File: config.mk
export PLATFORM = sky130hd
export DESIGN_NAME = mem_arbiter
export DESIGN_NICKNAME = d
export VERILOG_FILES = /design/src/rtl/mem_arb_pkg.sv /design/src/rtl/mem_arb_pick.sv /design/src/rtl/mem_arbiter.sv
export SDC_FILE = /design/constraint.sdc
export NUM_CORES = 1
export LEC_CHECK = 0
export BUFFER_PORTS_ARGS = -buffer_cell sky130_fd_sc_hd__buf_2
export CORE_MARGIN = 2
export CORE_UTILIZATION = 50
export DETAILED_ROUTE_END_ITERATION = 8
export PLACE_DENSITY = 0.95
export SYNTH_ARGS = -nofsm -noshare
export SYNTH_HDL_FRONTEND = slang
export SYNTH_SLANG_ARGS = --single-unit
File: constraint.sdc
create_clock -name clk -period 8.15 [get_ports clk]
set_input_delay 1.63 -clock clk [delete_from_list [all_inputs] [get_ports clk]]
set_output_delay 1.63 -clock clk [all_outputs]
set_load 0.02 [all_outputs]
File: src/rtl/mem_arb_pkg.sv
// Shared encodings for the instruction/data memory arbiter.
package mem_arb_pkg;

  typedef enum logic [1:0] {
    IDLE   = 2'd0,
    ACCESS = 2'd1,
    RESP   = 2'd2
  } state_e;

  typedef enum logic {
    GNT_IF = 1'b0,
    GNT_DM = 1'b1
  } gnt_e;

endpackage

File: src/rtl/mem_arb_pick.sv
// Combinational winner selection between fetch and data requests.
// Ties go to data, or round-robin against the last grant when MEM_ARB_RR_EN is defined.
module mem_arb_pick
  import mem_arb_pkg::*;
(
  input  logic if_req_i,
  input  logic dm_req_i,
`ifdef MEM_ARB_RR_EN
  input  gnt_e last_gnt_i,
`endif
  output logic gnt_vld_o,
  output gnt_e gnt_id_o
);

  always_comb begin
    gnt_vld_o = if_req_i | dm_req_i;
    gnt_id_o  = GNT_IF;
    if (if_req_i && dm_req_i) begin
`ifdef MEM_ARB_RR_EN
      gnt_id_o = (last_gnt_i == GNT_DM) ? GNT_IF : GNT_DM;
`else
      gnt_id_o = GNT_DM;
`endif
    end else if (dm_req_i) begin
      gnt_id_o = GNT_DM;
    end
  end

endmodule

File: src/rtl/mem_arbiter.sv
// Arbitrates one single-ported memory between fetch and load/store ports with a fixed-latency access.
// Optional round-robin tie-breaking is enabled with the MEM_ARB_RR_EN macro.
module mem_arbiter
  import mem_arb_pkg::*;
#(
  parameter int ADDR_W  = 32,
  parameter int DATA_W  = 32,
  parameter int MEM_LAT = 2
) (
  input  logic              clk,
  input  logic              rst,
  input  logic              if_req_i,
  input  logic [ADDR_W-1:0] if_addr_i,
  output logic [DATA_W-1:0] if_rdata_o,
  output logic              if_ack_o,
  input  logic              dm_req_i,
  input  logic              dm_we_i,
  input  logic [ADDR_W-1:0] dm_addr_i,
  input  logic [DATA_W-1:0] dm_wdata_i,
  output logic [DATA_W-1:0] dm_rdata_o,
  output logic              dm_ack_o,
  output logic              stall_o,
  output logic              mem_ce_o,
  output logic              mem_we_o,
  output logic [ADDR_W-1:0] mem_addr_o,
  output logic [DATA_W-1:0] mem_wdata_o,
  input  logic [DATA_W-1:0] mem_rdata_i
);

  localparam logic [1:0] LAST_CNT = 2'(MEM_LAT - 1);

  state_e            state_q;
  logic [1:0]        cnt_q;
  gnt_e              gnt_q;
  logic              mem_ce_q, mem_we_q;
  logic [ADDR_W-1:0] mem_addr_q;
  logic [DATA_W-1:0] mem_wdata_q;
  logic [DATA_W-1:0] if_rdata_q, dm_rdata_q;
  logic              if_ack_q, dm_ack_q;

  logic              gnt_vld;
  gnt_e              gnt_id;
  logic              req_we_d;
  logic [ADDR_W-1:0] req_addr_d;
  logic [DATA_W-1:0] req_wdata_d;

`ifdef MEM_ARB_RR_EN
  gnt_e last_gnt_q;
`endif

  mem_arb_pick u_pick (
    .if_req_i   (if_req_i),
    .dm_req_i   (dm_req_i),
`ifdef MEM_ARB_RR_EN
    .last_gnt_i (last_gnt_q),
`endif
    .gnt_vld_o  (gnt_vld),
    .gnt_id_o   (gnt_id)
  );

  // Fetches never write; only the data port supplies we and wdata.
  always_comb begin
    req_we_d    = 1'b0;
    req_addr_d  = if_addr_i;
    req_wdata_d = mem_wdata_q;
    if (gnt_id == GNT_DM) begin
      req_we_d    = dm_we_i;
      req_addr_d  = dm_addr_i;
      req_wdata_d = dm_wdata_i;
    end
  end

  always_ff @(posedge clk or posedge rst) begin
    if (rst) begin
      state_q     <= IDLE;
      cnt_q       <= 2'd0;
      gnt_q       <= GNT_IF;
      mem_ce_q    <= 1'b0;
      mem_we_q    <= 1'b0;
      mem_addr_q  <= '0;
      mem_wdata_q <= '0;
      if_rdata_q  <= '0;
      dm_rdata_q  <= '0;
      if_ack_q    <= 1'b0;
      dm_ack_q    <= 1'b0;
`ifdef MEM_ARB_RR_EN
      last_gnt_q  <= GNT_DM;
`endif
    end else begin
      if_ack_q <= 1'b0;
      dm_ack_q <= 1'b0;
      case (state_q)
        IDLE: begin
          if (gnt_vld) begin
            gnt_q       <= gnt_id;
            mem_ce_q    <= 1'b1;
            mem_we_q    <= req_we_d;
            mem_addr_q  <= req_addr_d;
            mem_wdata_q <= req_wdata_d;
            cnt_q       <= 2'd0;
            state_q     <= ACCESS;
`ifdef MEM_ARB_RR_EN
            last_gnt_q  <= gnt_id;
`endif
          end
        end
        ACCESS: begin
          if (cnt_q == LAST_CNT) begin
            mem_ce_q <= 1'b0;
            mem_we_q <= 1'b0;
            if (!mem_we_q) begin
              if (gnt_q == GNT_DM) dm_rdata_q <= mem_rdata_i;
              else                 if_rdata_q <= mem_rdata_i;
            end
            if (gnt_q == GNT_DM) dm_ack_q <= 1'b1;
            else                 if_ack_q <= 1'b1;
            state_q <= RESP;
          end else begin
            cnt_q <= cnt_q + 2'd1;
          end
        end
        RESP:    state_q <= IDLE;
        default: state_q <= IDLE;
      endcase
    end
  end

  assign mem_ce_o    = mem_ce_q;
  assign mem_we_o    = mem_we_q;
  assign mem_addr_o  = mem_addr_q;
  assign mem_wdata_o = mem_wdata_q;
  assign if_rdata_o  = if_rdata_q;
  assign dm_rdata_o  = dm_rdata_q;
  assign if_ack_o    = if_ack_q;
  assign dm_ack_o    = dm_ack_q;
  assign stall_o     = (if_req_i & ~if_ack_q) | (dm_req_i & ~dm_ack_q);

endmodule

### Yosys cells after proc, flatten, opt, wreduce, memory -nomap -nowiden

Cells that the tools add are included.
W data, S select, Z words.

* logic and storage cells: 56
* bits in registers: 137
* input port bits: 133
* output and inout port bits: 133

* multiplexer cells: 21
* bitwise logic cells: 8
* reductions and logical operators: 10
* add/subtract/negate cells: 1
* equality and inequality tests: 5

Operators by type and width (number)
* $mux W32: 1
* $mux W1: 12
* $reduce_and A3 Y1: 3
* $mux W2: 4
* $pmux W2 S2: 2
* $reduce_and A4 Y1: 2
* $ne A2 B2 Y1 const B: 3
* $eq A2 B1 Y1 const B: 2
* $not A1 Y1: 4
* $pmux W1 S2: 2
* $reduce_and A2 Y1: 2
* $add A2 B1 Y2 const B: 1
* $and A1 B1 Y1: 2
* $logic_not A2 Y1: 1
* $or A1 B1 Y1: 2
* $reduce_bool A2 Y1: 1
* $logic_and A1 B1 Y1: 1

### Depth between registers and ports, before layout

Gate-level depths: netlist of run 1.

* depth in word-level cells: 5
* depth in mapped cells: 7
* depth with buffers taken out: 5

### Hierarchy

A second synthesis of run 1 with hierarchy kept.

* cells, all modules: 384
* area, all modules: 5586.6 µm²

Modules (own cells, without submodules)
* mem_arbiter: times used 1, cells each 382, sequential area each 3428.3 µm², area an instance 5576.6 µm²
* mem_arb_pick: times used 1, cells each 2, sequential area each 0.0 µm², area an instance 10.0 µm²

### Worst setup path after synthesis of run 1

Ideal clock, no wire load.

* kind: input to output
* start point: input port dm_req_i
* end point: output port stall_o
* path slack: 4.332 ns
* arrival time: 2.188 ns
* data required time: 6.520 ns
* cell stages on the path: 3
* path buffers: 1
* path through: buf_2 > inv_1 > o22ai_1

* cells in the longest elaborated chain, start to end: 2

Ends and longest elaborated chain
* start: declaration: line mem_arbiter.sv:16 `input logic dm_req_i,`
* $and A1 B1 Y1: line mem_arbiter.sv:136 `assign stall_o = (if_req_i & ~if_ack_q) | (dm_req_i & ~dm_ack_q);`
* $or A1 B1 Y1: line mem_arbiter.sv:136
* end: declaration: line mem_arbiter.sv:22 `output logic stall_o,`

No other way between the ends.

### Worst setup path in the final report of run 1

Same ends and word-level chain as after synthesis.

==> results by group, run 1 <==
Placement
  • Placed insts: 733
  • # port buffers: 265
  • RD Place Congestion: 0.775
  • Final HPWL DP: 9.59 mm

Global route
  • Vias in the first global route: 4065
  • Aggregate global-route resource usage: 21.3%
  • Largest net degree at the start of global routing: 76
  • GRT overflow: 0
  • Initial antenna violation count: 0
  • First-pass GRT wire length: 19.3 mm

Critical path
  • Critical path class: input port to primary output
  • CP endpoint: stall_o
  • Worst setup path startpoint: dm_req_i
  • R2R Path End: dm_rdata_o[31]
  • CP most frequent cell: buf_2
  • Cell family with most CP delay: buffers and inverters
  • Reg2reg start: cnt_q[1]
  • Worst Setup End Kind: primary output
  • CP Launch Type: input port
  • Reg-to-reg slack, setup: 5.83 ns
  • Cell count along the critical path: 4
  • Critical-path top delay cell: buf_2
  • Largest stage delay on the critical path: 0.55 ns
  • Reg2reg path depth: 5
  • CP Max Fanout: 35
  • Worst EP arrival: 2.74 ns
  • CP Buf/Inv Count: 3
  • Worst-path cell chain: buf_2 -> inv_1 -> o22ai_1 -> buf_2
  • CP Data Required Time: 6.52 ns

Drt
  • DRT Pass-1 Iters: 5
  • DRC: 0
  • Number of vias per cell: 5.04
  • Vias: 3854
  • Detailed Route WL: 12.9 mm
  • WL/cell: 16.9 um
  • Iteration-0 DRC Markers: 131
  • ANT nets after route: 0

Pwr
  • P per Cell Area: 455 nW/um^2
  • Leakage Power: 3.88 nW
  • Worst vdd ir: 0.000274 V

Floorplan
  • Ports: 266
  • Core area: 10900 um^2
  • Row count: 38
  • Die footprint: 12100 um^2
  • Initial core utilization: 51.5%
  • Die X-Extent: 110 um
  • Die Span Y: 110 um

Clock tree
  • Skew-Pair Late Insertion Delay: 0.41 ns
  • Clock sinks: 137
  • Post-CTS Setup Inserts: 0
  • # hold bufs at CTS: 0
  • TritonCTS clock tree: built
  • Num CTS Buffers: 17
  • H-tree levels: 4
  • Gates resized, CTS repair: 0
  • CTS Root Cell: clkbuf_16
  • Reg clk slew, reported paths: 0.06 ns
  • CTS Buffer Depth: 2

STA
  • Worst Max-Slew Pin Slew: 1.21 ns
  • Slew margin rel.: 19.5%
  • Fin. max-slew vios: 0
  • Final hold vios: 0
  • Unrepaired setup endpoints after global routing: no
  • Fmax: 0.229 GHz
  • Final setup skew: 0.0163 ns
  • Tmin final: 4.37 ns
  • # setup viols final: 0
  • Fin crit share: 53.7%
  • Setup_tns: 0 ns

Cells and area
  • Synthesis-to-layout area growth: 36.2%
  • Finished Core Util: 70.2%
  • Share of cells above drive strength 1: 74.2%
  • Number of antenna repair diodes: 0
  • Layout net count: 747
  • Layout Cells excl Fill: 765

Synthesis
  • Post-Synthesis Cells: 341
  • Cell taking the most area after synthesis: dfrtp_1
  • Area share of and/or/nand/nor cells after synthesis: 1.78%
  • Syn Area/Cell: 16.5 um^2
  • Syn_nets: 476
  • Sequential share of the synthesized area: 60.8%
  • Synth top area cells: dfrtp_1 (61%), mux2_2 (25%), mux2_4 (8.0%)
  • Yosys reg bits: 137
  • Largest family of logic cells by synthesized area: multiplexers
  • Ys flop type: dfrtp_1
  • Synth top cells by count: dfrtp_1 (137), mux2_2 (127), mux2_4 (30)
  • Ys async rst share: 100%
  • Synth Cell Area: 5640 um^2
  • Synth Warn #: 0
  • Top cell type's share of synthesized area: 60.8%
  • Synth Area in Adders: 0.444%
  • Compound-Gate Fraction of Synth Area: 0.755%
  • Count leader, synth: dfrtp_1
  • Count of different cell masters after synthesis: 25
  • EDFF count, synth: 0
  • Synth Area in XOR/XNOR: 0%
  • Mux contribution to synthesized area: 34.1%

Min path
  • Hold Path Class: register to register
  • Hold path start: mem_ce_o
  • Hold path cells: 2

Run
  • Max cap viols: 0

Run status
  • Outcome: finished, final reports clean
kinds of logic (layout without fill, tap and decap cells):
logic type	count (synthesis)	after routing
mux	161	161
flops	137	137
buf+inv	21	305
simple gates	14	14
compound gates	6	6
fa+ha+maj	2	2
power by group:
group | switching [W] | internal, W | total [W]
clock | 0.000291 | 0.000462 | 0.000753
sequential | 0.000201 | 0.00103 | 0.00123
combinational | 0.000819 | 0.000688 | 0.00151
cells in the final DEF, fill, tap and decap left out, types with 2 or more instances in the layout:
master     instances
buf_2            265
dfrtp_1          137
mux2_2           127
mux2_4            30
clkbuf_16         17
inv_6              4
clkinv_4           4
buf_4              4
nor2_1             3
mux2_1             3
inv_1              3
nand2_1            3
clkinv_2           3
or3b_2             2
nor3_4             2
o22ai_1            2
ha_1               2
bufinv_16          2
worst min-delay path: stages (launching register included):
cell and delay [ns]:
dfrtp_1 0.34, nand2_1 0.05, nand2_1 0.05
worst min-delay path by stage:
stage | end | slack, ns
6_report | mem_ce_o | 0.48
5_1_grt | if_rdata_o[7] | 0.51
4_1_cts | if_rdata_o[7] | 0.49
3_5_place_dp | if_rdata_o[7] | 0.47
3_3_place_gp | if_rdata_o[14] | 0.46
2_1_floorplan | if_ack_o | 0.47
final cells by class:
cell class                      instances  area, um^2
Tap cell                              140         175
Sequential cell                       137        3430
Clock buffer                           19         443
Clock inverter                         13         144
Timing Repair Buffer                  269        1360
Fill cell                             734        3260
Inverter                                4        20.0
Multi-Input combinational cell        183        2110
registers in the layout, indices dropped and copies added, names as in the netlist:
signal / cells
dm_rdata_o: 32
if_rdata_o: 32
mem_addr_o: 32
mem_wdata_o: 32
cnt_q: 2
state_q: 2
dm_ack_o: 1
gnt_q: 1
if_ack_o: 1
mem_ce_o: 1
mem_we_o: 1
routing by layer:
layer | vias to the layer above | wire (um) | GRT usage (%)
li1 | 1760 | - | -
met1 | 1888 | 4730 | 22.9
met2 | 178 | 6910 | 38.7
met3 | 28 | 964 | 5.53
met4 | 0 | 344 | 10.3
met5 | - | 0 | 0
through the flow:
step	hold WS (ns)	power (W)	cell area [um^2]	worst slack, ns
2_1_floorplan	0.467	0.00223	5640	2.85
3_3_place_gp	0.464	0.00268	7090	3.82
3_5_place_dp	0.472	0.00276	7090	3.78
4_1_cts	0.485	0.00352	7680	3.78
5_1_grt	0.505	0.00368	7680	3.64
6_report	0.481	0.00349	7680	3.78
Note: power is estimated with default switching activity, not from simulation.
==> inputs of run 2 (changes only) <==
--- a/config.mk
+++ b/config.mk
@@ -5,11 +5,12 @@
 export SDC_FILE = /design/constraint.sdc
 export NUM_CORES = 1
 export LEC_CHECK = 0
+export ABC_AREA = 1
 export BUFFER_PORTS_ARGS = -buffer_cell sky130_fd_sc_hd__buf_2
 export CORE_MARGIN = 2
-export CORE_UTILIZATION = 50
+export CORE_UTILIZATION = 43
 export DETAILED_ROUTE_END_ITERATION = 8
-export PLACE_DENSITY = 0.95
+export PLACE_DENSITY = 0.87
 export SYNTH_ARGS = -nofsm -noshare
 export SYNTH_HDL_FRONTEND = slang
 export SYNTH_SLANG_ARGS = --single-unit
==> constraint.sdc (replaced) <==
create_clock -name clk -period 3.6 [get_ports clk]
set_input_delay 0.72 -clock clk [delete_from_list [all_inputs] [get_ports clk]]
set_output_delay 0.72 -clock clk [all_outputs]
set_load 0.02 [all_outputs]
==> results by group, run 2 <==
Cells and area
  • Layout net count: 1120 (+50%)
  • Commonest non-fill, non-tap cell in the layout: nand2_1
  • Share of cells above drive strength 1: 31.5% (-43 points)
  • Synthesis-to-layout area growth: 33.9%
  • Multi-input combinational cell area: 2150 um^2 (+2.1%)
  • Most frequent cells in the layout: nand2_1 (429), buf_2 (265), dfrtp_1 (137)
  • Register area: 3430 um^2 (unchanged)
  • Layout Cells excl Fill: 1178 (+54%)
  • FILL cells: 1241 (+69%)
  • Number of antenna repair diodes: 0 (unchanged)

Drt
  • Met2 Wirelength: 7.65 mm (+11%)
  • Vias: 5497 (+43%)
  • Met1 wire length: 6.59 mm (+39%)
  • Detailed Route WL: 15.9 mm (+23%)
  • ANT nets after route: 0 (unchanged)
  • WL/cell: 13.5 um (-20%)
  • DRT Pass-1 Iters: 4 (-1)
  • Met3 routed wirelength: 1.18 mm (+23%)
  • Iteration-0 DRC Markers: 354 (+170%)
  • DRC: 0 (unchanged)
  • Number of vias per cell: 4.67 (-7.4%)
  • Highest routed layer: met4

Synthesis
  • Count leader, synth: nand2_1
  • Syn Area/Cell: 8.16 um^2 (-51%)
  • Post-Synthesis Cells: 734 (+120%)
  • EDFF count, synth: 0 (unchanged)
  • Synth top area cells: dfrtp_1 (57%), nand2_1 (27%), o21bai_1 (4.0%)
  • Synth Warn #: 0 (unchanged)
  • Syn_nets: 869 (+83%)
  • Synth Cell Area: 5990 um^2 (+6.3%)
  • Ys flop type: dfrtp_1
  • Sequential share of the synthesized area: 57.2% (-3.6 points)
  • Top cell type's share of synthesized area: 57.2% (-3.6 points)
  • Yosys reg bits: 137 (unchanged)
  • Synth top cells by count: nand2_1 (429), dfrtp_1 (137), inv_1 (40)
  • Ys async rst share: 100% (unchanged)
  • Count of different cell masters after synthesis: 19 (-24%)
  • Cell taking the most area after synthesis: dfrtp_1

Critical path
  • Cell family with most CP delay: buffers and inverters
  • R2R Path End: dm_rdata_o[27]
  • Critical path class: input port to primary output
  • Reg2reg path depth: 6 (+1)
  • Critical-path top delay cell: buf_2
  • CP Max Fanout: 34 (-2.9%)
  • Reg2reg start: cnt_q[1]
  • CP Data Required Time: 2.88 ns (-3.64 ns)
  • Worst setup path startpoint: dm_req_i
  • CP Launch Type: input port
  • Largest stage delay on the critical path: 0.33 ns (-0.22 ns)
  • Worst Setup End Kind: primary output
  • Worst EP arrival: 1.62 ns (-1.12 ns)
  • Reg-to-reg slack, setup: 1.51 ns (-4.32 ns)
  • CP Buf/Inv Count: 3 (unchanged)
  • CP most frequent cell: buf_2
  • Worst-path cell chain: buf_2 -> inv_4 -> o22ai_1 -> buf_2

Clock tree
  • Post-CTS Setup Inserts: 0 (unchanged)
  • Reg clk slew, reported paths: 0.06 ns (about the same)
  • # hold bufs at CTS: 0 (unchanged)
  • TritonCTS clock tree: built
  • CTS Root Cell: clkbuf_16
  • Gates resized, CTS repair: 0 (unchanged)
  • H-tree levels: 4 (unchanged)
  • Skew-Pair Late Insertion Delay: 0.42 ns (about the same)
  • Clock sinks: 137 (unchanged)
  • CTS Buffer Depth: 2 (unchanged)
  • Num CTS Buffers: 17 (unchanged)

Floorplan
  • Core area: 13700 um^2 (+25%)
  • Die Span Y: 122 um (+11%)
  • Row count: 43 (+13%)
  • Ports: 266 (unchanged)
  • Die footprint: 14900 um^2 (+23%)
  • Initial core utilization: 43.7% (-7.9 points)
  • Die X-Extent: 122 um (+11%)

STA
  • Final hold vios: 0 (unchanged)
  • # setup viols final: 0 (unchanged)
  • Slew margin rel.: 50.0% (+31 points)
  • Final setup skew: 0.00735 ns (-0.00900 ns)
  • Unrepaired setup endpoints after global routing: no
  • Worst Max-Slew Pin Slew: 0.749 ns (-0.458 ns)
  • Fmax: 0.428 GHz
  • Setup_tns: 0 ns (unchanged)
  • Fin crit share: 64.9%
  • Tmin final: 2.34 ns
  • Fin. max-slew vios: 0 (unchanged)

Placement
  • RD Place Congestion: 0.800 (+3.2%)
  • Final HPWL DP: 10.9 mm (+13%)
  • # port buffers: 265 (unchanged)
  • Placed insts: 1146 (+56%)

Pwr
  • NetSw: 0.00345 W (+160%)
  • Leakage Power: 4.74 nW (+22%)
  • Seq pwr share: 33.4% (-1.9 points)
  • Clock share of power: 23.6% (+2.0 points)
  • Worst vdd ir: 0.000483 V (+76%)
  • Switch share: 42.5% (+5.0 points)
  • Comb power frac: 43.1% (about the same)
  • P per Cell Area: 1010 nW/um^2 (+120%)
  • Internal power: 0.00466 W (+110%)

Global route
  • Initial antenna violation count: 0 (unchanged)
  • Vias in the first global route: 5227 (+29%)
  • First-pass GRT wire length: 25.0 mm (+29%)
  • GRT overflow: 0 (unchanged)
  • Largest net degree at the start of global routing: 138 (+82%)
  • Aggregate global-route resource usage: 21.6% (+0.25 points)

Min path
  • Hold path cells: 2 (unchanged)
  • Hold path start: mem_wdata_o[28]
  • Hold path endpoint: mem_wdata_o[28]
  • Hold Path Class: register to register

Run
  • Max cap viols: 0 (unchanged)

Run status
  • Outcome: finished, final reports clean
run 2: power by group through the flow:
stage / clock network (W) / logic, W / registers (W)
detailed placement: 0 / 0.00352 / 0.00271
global placement: 0 / 0.00343 / 0.00270
global route: 0.00201 / 0.00386 / 0.00280
floorplan: 0 / 0.00148 / 0.00358
CTS: 0.00194 / 0.00353 / 0.00270
finish: 0.00191 / 0.00349 / 0.00270
run 2: routing by layer:
layer / track usage, % / vias up
met4: 10.3 / 0
met1: 27.1 / 2519
met3: 6.04 / 41
met5: 0 / -
met2: 34.5 / 213
li1: - / 2724
run 2: logic make-up (layout without fill, tap and decap cells):
kind of cell	count (synthesis)	count (layout)	synth area share, %
AND/OR/NAND/NOR	478	478	31.4
AO/OA/AOI/OAI	33	33	4.12
buffers and inverters	84	348	6.81
flip-flops	137	137	57.2
adder cells (fa/ha/maj)	2	2	0.418
run 2: cell type report:
cell class                 instances  share of cell area [%]
clock buffer                      20                    5.70
clock inverter                    12                    2.43
inverter                          45                    2.18
multi-input combinational        513                    26.9
sequential                       137                    42.8
tap                              180                    2.81
timing repair buffer             271                    17.3
run 2: worst max path at each step:
stage	endpoint	cells past startpoint	slack [ns]
3_5_place_dp	mem_wdata_o[3]	5	1.12
4_1_cts	stall_o	4	1.27
2_1_floorplan	cnt_q[0]	1	1.17
5_1_grt	stall_o	4	1.17
3_3_place_gp	mem_wdata_o[25]	5	1.18
6_report	stall_o	4	1.26
run 2: tightest hold or removal path, cell delays in order (launching register included):
cell     delay, ns
dfrtp_1       0.33
nand2_1       0.05
nand2_1       0.05
run 2: stage by stage:
step	setup WS [ns]	utilization, %	hold WS, ns	area (um^2)	power [W]
floorplan	1.17	-	0.471	5990	0.00506
global placement	1.18	53.7	0.449	7370	0.00613
detailed placement	1.12	53.7	0.460	7370	0.00623
CTS	1.27	58.4	0.476	8020	0.00818
global route	1.17	58.4	0.495	8020	0.00867
finish	1.26	58.4	0.471	8020	0.00811
